--- src/rtl/scr1_tcm_port_arb_pkg.sv ---
// rtl/scr1_tcm_port_arb_pkg.sv - shared native memory-interface command, width and response encodings
package scr1_tcm_port_arb_pkg;

    typedef enum logic {
        MEM_CMD_RD = 1'b0,
        MEM_CMD_WR = 1'b1
    } mem_cmd_e;

    typedef enum logic [1:0] {
        MEM_WIDTH_BYTE = 2'b00,
        MEM_WIDTH_HALF = 2'b01,
        MEM_WIDTH_WORD = 2'b10,
        MEM_WIDTH_RSVD = 2'b11
    } mem_width_e;

    typedef enum logic [1:0] {
        MEM_RESP_IDLE   = 2'b00,
        MEM_RESP_RDY_OK = 2'b01,
        MEM_RESP_RDY_ER = 2'b10,
        MEM_RESP_NOTRDY = 2'b11
    } mem_resp_e;

endpackage

--- src/rtl/scr1_tcm_port_arb_lane_align.sv ---
// rtl/scr1_tcm_port_arb_lane_align.sv - scr1_tcm_lane_align: byte enables, write/read lane shifting, misalignment
module scr1_tcm_lane_align
    import scr1_tcm_port_arb_pkg::*;
(
    input  logic [1:0]  width,
    input  logic [1:0]  off,
    input  logic [31:0] wdata,
    output logic [3:0]  be,
    output logic [31:0] wdata_sh,
    output logic        misaligned,
    input  logic [1:0]  rd_width,
    input  logic [1:0]  rd_off,
    input  logic [31:0] rdata,
    output logic [31:0] rdata_sh
);

    logic [31:0] rdata_lsb;

    always_comb begin
        be         = 4'b0000;
        misaligned = 1'b0;
        case (mem_width_e'(width))
            MEM_WIDTH_BYTE: be = 4'b0001 << off;
            MEM_WIDTH_HALF: begin
                be         = 4'b0011 << off;
                misaligned = off[0];
            end
            MEM_WIDTH_WORD: begin
                be         = 4'b1111;
                misaligned = |off;
            end
            default: misaligned = 1'b1;
        endcase
    end

    assign wdata_sh  = wdata << {off, 3'b000};
    assign rdata_lsb = rdata >> {rd_off, 3'b000};

    always_comb begin
        rdata_sh = rdata_lsb;
        case (mem_width_e'(rd_width))
            MEM_WIDTH_BYTE: rdata_sh = {24'h0, rdata_lsb[7:0]};
            MEM_WIDTH_HALF: rdata_sh = {16'h0, rdata_lsb[15:0]};
            default:        rdata_sh = rdata_lsb;
        endcase
    end

endmodule

--- src/rtl/scr1_tcm_port_arb.sv ---
// rtl/scr1_tcm_port_arb.sv - imem/dmem arbiter onto one single-port TCM SRAM bank
module scr1_tcm_port_arb
    import scr1_tcm_port_arb_pkg::*;
#(
    parameter int unsigned TCM_SIZE_BYTES = 65536,
    parameter int unsigned STARVE_MAX     = 4,
    localparam int unsigned ADDR_W        = $clog2(TCM_SIZE_BYTES / 4)
) (
    input  logic              clk,
    input  logic              rst,
    input  logic              imem_req,
    input  logic [31:0]       imem_addr,
    output logic              imem_req_ack,
    output logic [31:0]       imem_rdata,
    output logic [1:0]        imem_resp,
    input  logic              dmem_req,
    input  logic              dmem_cmd,
    input  logic [1:0]        dmem_width,
    input  logic [31:0]       dmem_addr,
    input  logic [31:0]       dmem_wdata,
    output logic              dmem_req_ack,
    output logic [31:0]       dmem_rdata,
    output logic [1:0]        dmem_resp,
    output logic              sram_ce,
    output logic              sram_we,
    output logic [3:0]        sram_be,
    output logic [ADDR_W-1:0] sram_addr,
    output logic [31:0]       sram_wdata,
    input  logic [31:0]       sram_rdata
);

    localparam logic [3:0] STARVE_LIM = 4'(STARVE_MAX);

    logic       live;
    logic       open;
    logic [3:0] starve_cnt;
    logic       d_misaligned, d_err, i_err, d_ok, i_ok, grant_i, grant_d;
    logic [3:0] d_be;
    logic [31:0] d_rdata_sh;

    logic       i_rv, i_re;
    logic       d_rv, d_re, d_wr;
    logic [1:0] d_off, d_width;

    scr1_tcm_lane_align u_lane (
        .width      (dmem_width),
        .off        (dmem_addr[1:0]),
        .wdata      (dmem_wdata),
        .be         (d_be),
        .wdata_sh   (sram_wdata),
        .misaligned (d_misaligned),
        .rd_width   (d_width),
        .rd_off     (d_off),
        .rdata      (sram_rdata),
        .rdata_sh   (d_rdata_sh)
    );

    // Nothing is accepted during reset nor in the first cycle after it.
    assign open  = live & ~rst;
    assign d_err = open & dmem_req & d_misaligned;
    assign i_err = open & imem_req & (imem_addr[1:0] != 2'b00);
    assign d_ok  = open & dmem_req & ~d_misaligned;
    assign i_ok  = open & imem_req & (imem_addr[1:0] == 2'b00);

    assign grant_i = i_ok & (~d_ok | (starve_cnt == STARVE_LIM));
    assign grant_d = d_ok & ~grant_i;

    assign imem_req_ack = grant_i | i_err;
    assign dmem_req_ack = grant_d | d_err;

    assign sram_ce   = grant_i | grant_d;
    assign sram_we   = grant_d & dmem_cmd;
    assign sram_be   = grant_d ? d_be : (grant_i ? 4'b1111 : 4'b0000);
    assign sram_addr = grant_i ? imem_addr[ADDR_W+1:2] : dmem_addr[ADDR_W+1:2];

    always_ff @(posedge clk) begin
        if (rst) begin
            live       <= 1'b0;
            starve_cnt <= 4'd0;
            i_rv       <= 1'b0;
            i_re       <= 1'b0;
            d_rv       <= 1'b0;
            d_re       <= 1'b0;
            d_wr       <= 1'b0;
            d_off      <= 2'b00;
            d_width    <= 2'b00;
        end else begin
            live    <= 1'b1;
            i_rv    <= imem_req_ack;
            i_re    <= i_err;
            d_rv    <= dmem_req_ack;
            d_re    <= d_err;
            d_wr    <= dmem_cmd;
            d_off   <= dmem_addr[1:0];
            d_width <= dmem_width;
            if (!imem_req || imem_req_ack) begin
                starve_cnt <= 4'd0;
            end else if (starve_cnt != STARVE_LIM) begin
                starve_cnt <= starve_cnt + 4'd1;
            end
        end
    end

    // A response due while reset is asserted is dropped rather than delivered.
    always_comb begin
        imem_resp  = MEM_RESP_IDLE;
        imem_rdata = 32'h0;
        dmem_resp  = MEM_RESP_IDLE;
        dmem_rdata = 32'h0;
        if (!rst && i_rv) begin
            imem_resp  = i_re ? MEM_RESP_RDY_ER : MEM_RESP_RDY_OK;
            imem_rdata = i_re ? 32'h0 : sram_rdata;
        end
        if (!rst && d_rv) begin
            dmem_resp  = d_re ? MEM_RESP_RDY_ER : MEM_RESP_RDY_OK;
            dmem_rdata = (d_re || d_wr) ? 32'h0 : d_rdata_sh;
        end
    end

endmodule

--- config.mk ---
export PLATFORM = sky130hd
export DESIGN_NAME = scr1_tcm_port_arb
export DESIGN_NICKNAME = d
export VERILOG_FILES = /design/src/rtl/scr1_tcm_port_arb_pkg.sv /design/src/rtl/scr1_tcm_port_arb_lane_align.sv /design/src/rtl/scr1_tcm_port_arb.sv
export SDC_FILE = /design/constraint.sdc
export NUM_CORES = 1
export LEC_CHECK = 0
export CORE_ASPECT_RATIO = 0.7
export CORE_MARGIN = 10
export CORE_UTILIZATION = 25
export CTS_CLUSTER_DIAMETER = 30
export DETAILED_ROUTE_END_ITERATION = 16
export GPL_TIMING_DRIVEN = 0
export HOLD_SLACK_MARGIN = 0.06
export PLACE_DENSITY = 0.68
export SLEW_MARGIN = 20
export SYNTH_ARGS = -nofsm -noshare
export SYNTH_HDL_FRONTEND = slang
export SYNTH_HIERARCHICAL = 1
export SYNTH_SLANG_ARGS = --single-unit
--- constraint.sdc ---
create_clock -name clk -period 4.7 [get_ports clk]
set_input_delay 1.175 -clock clk [delete_from_list [all_inputs] [get_ports clk]]
set_output_delay 1.175 -clock clk [all_outputs]
set_load 0.005 [all_outputs]
* Word-level counts from Yosys, hierarchy flattened
Cells that the tools add are included.
** Word-level totals
- Register bits after elaboration :: 14
- Input port bits :: 135
- Output and inout bits :: 122
- Logic and storage cells :: 64
** Operators by class
- Add/subtract/negate cells :: 1
- Eq/ne operators :: 5
- Shifts and indexed selects :: 4
- Mux-type cells :: 15
- Bitwise logic cells :: 18
- Reduce and logical (&&, ||, !) cells :: 12
** Operator list (number)
- $mux 32 :: 4
- $pmux 32 s2 :: 1
- $shl 32x5->32 :: 1
- $shr 32x5->32 :: 1
- $mux 14 :: 1
- $pmux 4 s3 :: 1
- $and 1x1->1 :: 10
- $mux 2 :: 4
- $mux 4 :: 2
- $logic_not 2->1 :: 3
- $add 4x1->4 const B :: 1
- $eq 2x1->1 const B :: 2
- $eq 4x3->1 const B :: 1
- $ne 4x3->1 const B :: 1
- $not 1->1 :: 4
- $or 1x1->1 :: 4
- $reduce_or 2->1 :: 2
- $shl 1x2->4 const A :: 1
- $shl 2x2->4 const A :: 1
- $pmux 1 s3 :: 1
- $eq 2x2->1 const B :: 1
- $logic_and 1x1->1 :: 2
- $logic_not 1->1 :: 2
- $logic_or 1x1->1 :: 2
- 2 further kinds :: 2

* Depth between registers and ports, before layout
Gate-level depths: netlist of the first run.
- Depth after elaboration :: 10
- Mapped depth :: 9
- Mapped depth without buffers :: 6

* Hierarchy
The synthesis of the first run kept the hierarchy.
** By module, submodules not included
- scr1_tcm_port_arb :: instances 1, cells each 155, area each 1323.8 µm², seq. area each 280.3 µm²
- scr1_tcm_lane_align :: instances 1, cells each 173, area each 1281.2 µm², seq. area each 0.0 µm²

* Least setup slack after synthesis of the first run
OpenSTA, ideal clock, no wires.
- Path kind :: input-to-output
- Start :: input dmem_addr[0]
- End :: output sram_addr[0]
- Data arrival time :: 2887 ps
- Data required time :: 3525 ps
- Setup slack :: 638 ps
- Cell stages on the path :: 9
- Buffers on the path :: 4
- Path through :: buf_4 buf_2 nor2_1 nor2_1 and4bb_1 buf_6 a211oi_4 buf_6 mux2_4
** Between the ends
- Word-level cells in the longest chain between the ends :: 8
** Ends and longest elaborated chain
- start: declaration :: line scr1_tcm_port_arb.sv:19 : input logic [31:0] dmem_addr,
- $reduce_or 2->1 :: line scr1_tcm_port_arb_lane_align.sv:30 : misaligned = |off;
- $pmux 1 s3 * :: line scr1_tcm_port_arb_lane_align.sv:22 : case (mem_width_e'(width))
- net d_misaligned :: line scr1_tcm_port_arb.sv:37 : logic d_misaligned, d_err, i_err, d_ok, i_ok, grant_i, grant_d;
- $not 1->1 * :: line scr1_tcm_port_arb.sv:62 : assign d_ok = open & dmem_req & ~d_misaligned;
- $and 1x1->1 * :: line scr1_tcm_port_arb.sv:62
- $not 1->1 * :: line scr1_tcm_port_arb.sv:65 : assign grant_i = i_ok & (~d_ok | (starve_cnt == STARVE_LIM));
- $or 1x1->1 * :: line scr1_tcm_port_arb.sv:65
- $and 1x1->1 * :: line scr1_tcm_port_arb.sv:65
- $mux 14 * :: line scr1_tcm_port_arb.sv:74 : assign sram_addr = grant_i ? imem_addr[ADDR_W+1:2] : dmem_addr[ADDR_W+1:2];
- end: declaration :: line scr1_tcm_port_arb.sv:27 : output logic [ADDR_W-1:0] sram_addr,
The timed path passes the listed nets; every way through them passes the cells marked *.

* Worst setup path after layout of the first run
- Start :: input dmem_addr[1]
- End :: output sram_addr[13]
** Between the ends
- Word-level cells in the longest chain between the ends :: 8
** Ends and longest elaborated chain (line)
- $reduce_or 2->1 :: scr1_tcm_port_arb_lane_align.sv:30
- $pmux 1 s3 :: scr1_tcm_port_arb_lane_align.sv:22
- net d_misaligned :: scr1_tcm_port_arb.sv:37
- $not 1->1 :: scr1_tcm_port_arb.sv:62
- $and 1x1->1 :: scr1_tcm_port_arb.sv:62
- $not 1->1 :: scr1_tcm_port_arb.sv:65
- $or 1x1->1 :: scr1_tcm_port_arb.sv:65
- $and 1x1->1 :: scr1_tcm_port_arb.sv:65
- $mux 14 :: scr1_tcm_port_arb.sv:74
The timed path passes the listed nets, and every way through them passes these cells.

==> results.yml, run 1 <==
worst_setup_path:
  crit_path_frequent_cell: "buf_6"
  r2r_slack_ns: 2.76
  critPathLaunchType: "primary input"
  crit_fanout: 4
  slowest_stage: "clkdlybuf4s50_1"
  worstPathCellList: "clkdlybuf4s15_1, buf_6, or2_2, a21oi_2, nor2_2, and4bb_1, buf_6, a211oi_4, buf_6, mux2_4, clkdlybuf4s50_1"
  critPathRequiredTime_ns: 3.52
  arrival_ns: 3.49
  max_stage_delay_ns: 0.44
  crit_type: "primary input to output port"
  cp-end-kind: "output port"
run_status:
  status: "completed"
placement:
  hpwl_um: 11200
  io_buffers: 224
  place_area_um2: 5010
  place_inst: 684
  gp_congestion: 0.803
  pre_cts_ws_ns: -0.754
power:
  power_density_nw_per_um2: 122
  p_total_uw: 646
  pwr-share-clk_pct: 27.5
  combPwrFrac_pct: 52.9
  swShare_pct: 28.7
  seqPwrFrac_pct: 19.7
  p_leak_nw: 2.22
  ir_drop_mv: 0.0979
  p_int_uw: 461
  p_sw_uw: 185
timing:
  drv_slew: 0
  fin_crit_sh_pct: 99.3
  hold_viol_final: 0
  setup_ws_ns: 0.0330
  maxSlewHeadroom_pct: 54.1
  min_period_ns: 4.67
  clock.fmax_mhz: 214
  fin_skew_ns: 0.00367
  worst_slew_pin_slew_ns: 0.686
  finalSetupViolations: 0
global_route:
  grt_pass1_wl_um: 20300
  antenna_found_initial: 0
  grt_pass1_vias: 3562
  grt_max_degree: 20
  grt_overflow_total: 0
  track_usage_pct: 16.6
synthesis:
  synth-edff-count: 0
  avgSynthCellArea_um2: 7.94
  synth_top_area_share_pct: 19.2
  ys_ff_latch: 14
  ys_top_cells_by_area: "and2_1, mux2i_1, dfxtp_1, mux4_2, mux2_4"
  synth_cell_types: 41
  syn_area_um2: 2600
  synth.most_common_cell: "and2_1"
  ys_seq_area_share_pct: 10.8
  ys_warn_count: 6
  syn_nets: 465
  synth_common_cells: "and2_1, mux2i_1, nor2_1, nor2b_1, a211oi_1"
  async_flop_share_pct: 0
  netlist_instances: 328
  synth_ff_type: "dfxtp_1"
  yosysTopAreaCell: "and2_1"
clocking:
  postCtsHoldBufs: 0
  clock_latency_ns: 0.25
  clockBufferDepth: 2
  clk_pin_slew_ns: 0.05
  cts_tree: "built"
  h-tree-depth: 1
  cts_inserted_buffers: 3
  clockRootBuffer: "clkbuf_16"
  cts_sinks: 14
floorplan:
  die_height_um: 105
  dieWidth_um: 142
  rows: 31
  io_pins: 257
  initial_core_util_pct: 25.4
  core_region_area_um2: 10200
  die_area_um2: 15000
layout:
  nets: 711
  design_area_um2: 5280
  layoutNonFillerInstCount: 705
  drive_gt1_share_pct: 13.4
  area_growth_pct: 103
  n_fill_cell: 984
  n_antenna_cell: 0
route:
  drt_wl_total_um: 13600
  via_per_inst: 4.83
  drt_pass1_iterations: 4
  vias: 3405
  ant_nets: 0
  wl_per_cell_um: 19.2
  drc_errors: 0
  drt_iter0_drc: 162
min_path:
  min_path_type: "flop to flop"
flow_run:
  cap_viol_max_count: 0
power by group through the flow:
stage	Sequential (mW)	Clock, mW	Combinational (mW)
floorplan	0.128	0	0.131
global placement	0.129	0	0.334
detailed placement	0.129	0	0.337
CTS	0.127	0.180	0.341
global route	0.127	0.188	0.368
finish	0.127	0.177	0.341
final timing paths:
path	from	to	cells past startpoint
max	dmem_addr[1]	sram_addr[13]	11
min reg2reg	starve_cnt[0]	starve_cnt[0]	2
max reg2reg	starve_cnt[0]	starve_cnt[2]	8
min	starve_cnt[0]	starve_cnt[0]	2
stage by stage:
stage	TNS [ns]	util, %	hold slack (ns)
floorplan	0	-	0.496
global placement	-16.04	48.9	0.519
detailed placement	-17.22	48.9	0.528
CTS	0	50.8	0.539
global route	-0.0476	51.6	0.558
finish	0	51.6	0.546
worst max-delay path, delay by kind of cell:
family,cells,cell delay [ns]
AO/OA/AOI/OAI,2,0.42
buffers and inverters,5,1.06
AND/OR/NAND/NOR,3,0.53
multiplexers,1,0.30
cell type report:
type	instances	area [µm²]	share of cell area (%)
multi-input combinational	281	2130	40.3
inverter	4	15.0	0.284
tap	132	165	3.13
buffer	27	210	3.98
sequential	14	280	5.31
timing repair buffer	243	2390	45.3
clock buffer	4	88.8	1.68
registers in the layout, indices dropped and copies added, names as in the netlist:
register / cells
starve_cnt: 4
d_off: 2
d_width: 2
d_re: 1
d_rv: 1
d_wr: 1
i_re: 1
i_rv: 1
live: 1
placed cells by master, fill, tap and decap left out, drive strengths merged, types with 2 or more instances in the layout:
master           n
or2              2
clkdlybuf4s50  204
a21oi           13
dfxtp           14
nand3b           3
nor3             2
o211ai           2
nor3b            2
dlygate4sd2      9
nand3            3
buf             36
nand2            9
mux2i           29
and2            80
dlymetal6s2s     8
clkbuf          15
inv              4
a21o             4
and3             3
ha               2
and2b            3
mux2            14
clkdlybuf4s15    2
and3b            2
a211oi          25
nand2b           8
o311a            3
mux4             7
nor2            24
nor2b           23
o311ai           2
a31oi            2
o21ai           11
logic make-up after synthesis:
logic type	after synthesis	share of synthesized area, %
buffers and inverters	33	7.88
AOI/OAI and AO/OA	63	17.8
xor gates and xnor gates	1	0.336
DFF	14	10.8
adders and majority gates	2	0.960
muxes	50	24.7
and+or+nand+nor	165	37.6
repair_timing:
action,CTS,global route
gates resized for setup,24,21
pin swaps,2,2
setup buffers,11,7
endpoints found under the setup margin,54,45
cloned,1,0
metal layers:
layer / share of wire [%] / up-vias / global-route usage (%)
met3: 11 / 5 / 6.14
met1: 40 / 1584 / 19.6
li1: - / 1639 / -
met5: 0 / - / 0
met4: 0.45 / 0 / 2.04
met2: 48 / 177 / 28.6
(Power assumes the default switching activity.)
==> inputs of run 2 (changes only) <==
--- a/config.mk
+++ b/config.mk
@@ -6,7 +6,7 @@
 export NUM_CORES = 1
 export LEC_CHECK = 0
 export CORE_ASPECT_RATIO = 0.7
-export CORE_MARGIN = 10
+export CORE_MARGIN = 1.5
 export CORE_UTILIZATION = 25
 export CTS_CLUSTER_DIAMETER = 30
 export DETAILED_ROUTE_END_ITERATION = 16
==> run 2 against run 1 <==
- sequential cell count is the same
- sequential share of layout area grew 0.083 points
- clock skew fell by 0.0012 ns
- first-iteration DRC count down 2.5%
- highest routed layer unchanged
- setup slack improved by 0.052 ns
- maximum frequency increased by 1.1%
- clock power about the same
- critical endpoint is now sram_addr[8]
- final cell count down 1.7%
==> results.yml, run 2 (same netlist as run 1, synthesis figures left out) <==
timing:
  fin_tns_setup_ns: 0
  fin_skew_ns: 0.00251
  hold_viol_final: 0
  finalSetupViolations: 0
  worst_slew_pin_slew_ns: 0.620
  fin_crit_sh_pct: 98.2
  clock.fmax_mhz: 217
  drv_slew: 0
  maxSlewHeadroom_pct: 58.5
  fin_hold_ws_ns: 0.537
  min_period_ns: 4.62
route:
  drt_pass1_iterations: 6
  drc_errors: 0
  ant_nets: 0
  wl_per_cell_um: 16.4
  via_per_inst: 4.79
  drt_wl_total_um: 11300
  vias: 3321
  drt_iter0_drc: 158
power:
  power_density_nw_per_um2: 123
  p_leak_nw: 2.10
  ir_drop_mv: 0.111
worst_setup_path:
  worstPathCellList: "clkdlybuf4s15_1, buf_6, or2_2, a21oi_2, nor2_2, and4bb_1, buf_6, a211oi_4, buf_6, mux2_4, clkdlybuf4s50_1"
  crit_type: "primary input to output port"
  crit_path_frequent_cell: "buf_6"
  startpoint: "dmem_addr[1]"
  arrival_ns: 3.44
  max_stage_delay_ns: 0.46
  rr_startpoint: "starve_cnt[0]"
  critPathLaunchType: "primary input"
  critPathRequiredTime_ns: 3.52
  crit_fanout: 5
  slowest_stage: "clkdlybuf4s50_1"
  critical_path_buf_inv_count: 5
  crit_family: "buffers and inverters"
  cp-end-kind: "output port"
layout:
  final_common_cell: "clkdlybuf4s50_1"
  largest_reg_flops: 4
  n_fill_cell: 926
  drive_gt1_share_pct: 12.0
  design_area_um2: 5200
  multiInputGateArea_um2: 2130
  layoutNonFillerInstCount: 693
  max_flop_register: "starve_cnt"
  n_antenna_cell: 0
  area_growth_pct: 99.7
  final_core_util_pct: 52.5
  final_cell_mix: "clkdlybuf4s50_1, and2_1, mux2i_1, nor2b_1, nor2_1"
  largest_registers: "starve_cnt: 4 flops, d_off: 2 flops, d_width: 2 flops"
  ff_latch_area_um2: 280
  nets: 703
min_path:
  hold_path.startpoint: "starve_cnt[0]"
  min_path_type: "flop to flop"
clocking:
  cts_inserted_buffers: 3
  cts_tree: "built"
  clk_pin_slew_ns: 0.04
  cts_sinks: 14
  h-tree-depth: 1
  clockBufferDepth: 2
  clockRootBuffer: "clkbuf_16"
  clock_latency_ns: 0.24
  postCtsHoldBufs: 0
placement:
  hpwl_um: 9320
  gp_congestion: 0.862
  place_area_um2: 5010
  io_buffers: 224
  place_inst: 680
floorplan:
  die_height_um: 88.4
  io_pins: 257
  die_area_um2: 11100
  rows: 30
  core_region_area_um2: 9910
  dieWidth_um: 125
  initial_core_util_pct: 26.3
run_status:
  status: "completed"
global_route:
  grt_overflow_total: 0
  grt_pass1_vias: 3333
  track_usage_pct: 19.5
  grt_max_degree: 20
  antenna_found_initial: 0
  grt_pass1_wl_um: 17200
flow_run:
  cap_viol_max_count: 0
run 2: cell count changes in the layout (fill, tap and decap cells not counted):
cell             delta
dlymetal6s2s_1      -5
buf_4               -8
clkdlybuf4s50_1     +8
dlygate4sd2_1       -3
clkbuf_1            +2
clkdlybuf4s15_1     -1
clkbuf_2            -1
run 2: layout make-up:
cell class | count | area share, %
clock buffer | 4 | 1.71
multi-input combinational | 281 | 41.0
buffer | 27 | 3.99
sequential | 14 | 5.39
tap | 128 | 3.08
timing repair buffer | 235 | 44.6
inverter | 4 | 0.289
run 2: routing by layer:
metal / global-route usage, % / up-vias / routed length, µm
met5: 0 / - / 0
met4: 3.31 / 0 / 128
met3: 4.35 / 13 / 883
met2: 39.4 / 170 / 5870
met1: 21.3 / 1519 / 4450
li1: - / 1619 / -
run 2: worst paths after layout:
path | cells past startpoint | slack, ns | end
hold / removal | 2 | 0.54 | starve_cnt[0]
setup reg to reg | 7 | 2.82 | starve_cnt[2]
setup / recovery | 11 | 0.08 | sram_addr[8]
hold reg to reg | 2 | 0.54 | starve_cnt[0]
run 2: metrics by stage:
step	setup WS (ns)	power, mW
final	0.0846	0.638
after CTS	0.00477	0.643
after global routing	-0.00572	0.674
after floorplan	0.638	0.259
after detailed placement	-0.781	0.463
after global placement	-0.778	0.458
run 2: where the power goes:
part | internal (mW) | switching [mW] | total (mW)
combinational | 0.209 | 0.128 | 0.336
sequential | 0.124 | 0.00320 | 0.127
clock | 0.129 | 0.0463 | 0.175
total | 0.461 | 0.177 | 0.638
run 2: what timing repair did:
action / CTS / global route
gates cloned: 1 / 0
gates resized for setup: 20 / 15
hold endpoints to repair: 0 / 0
buffers inserted: 6 / 4
pin swaps: 2 / 1
setup endpoints to repair: 41 / 41
run 2: tightest hold or removal path, cell delays in order (launching register included):
cell and delay [ns]:
dfxtp_1 0.33, o211ai_1 0.09, a21oi_1 0.07
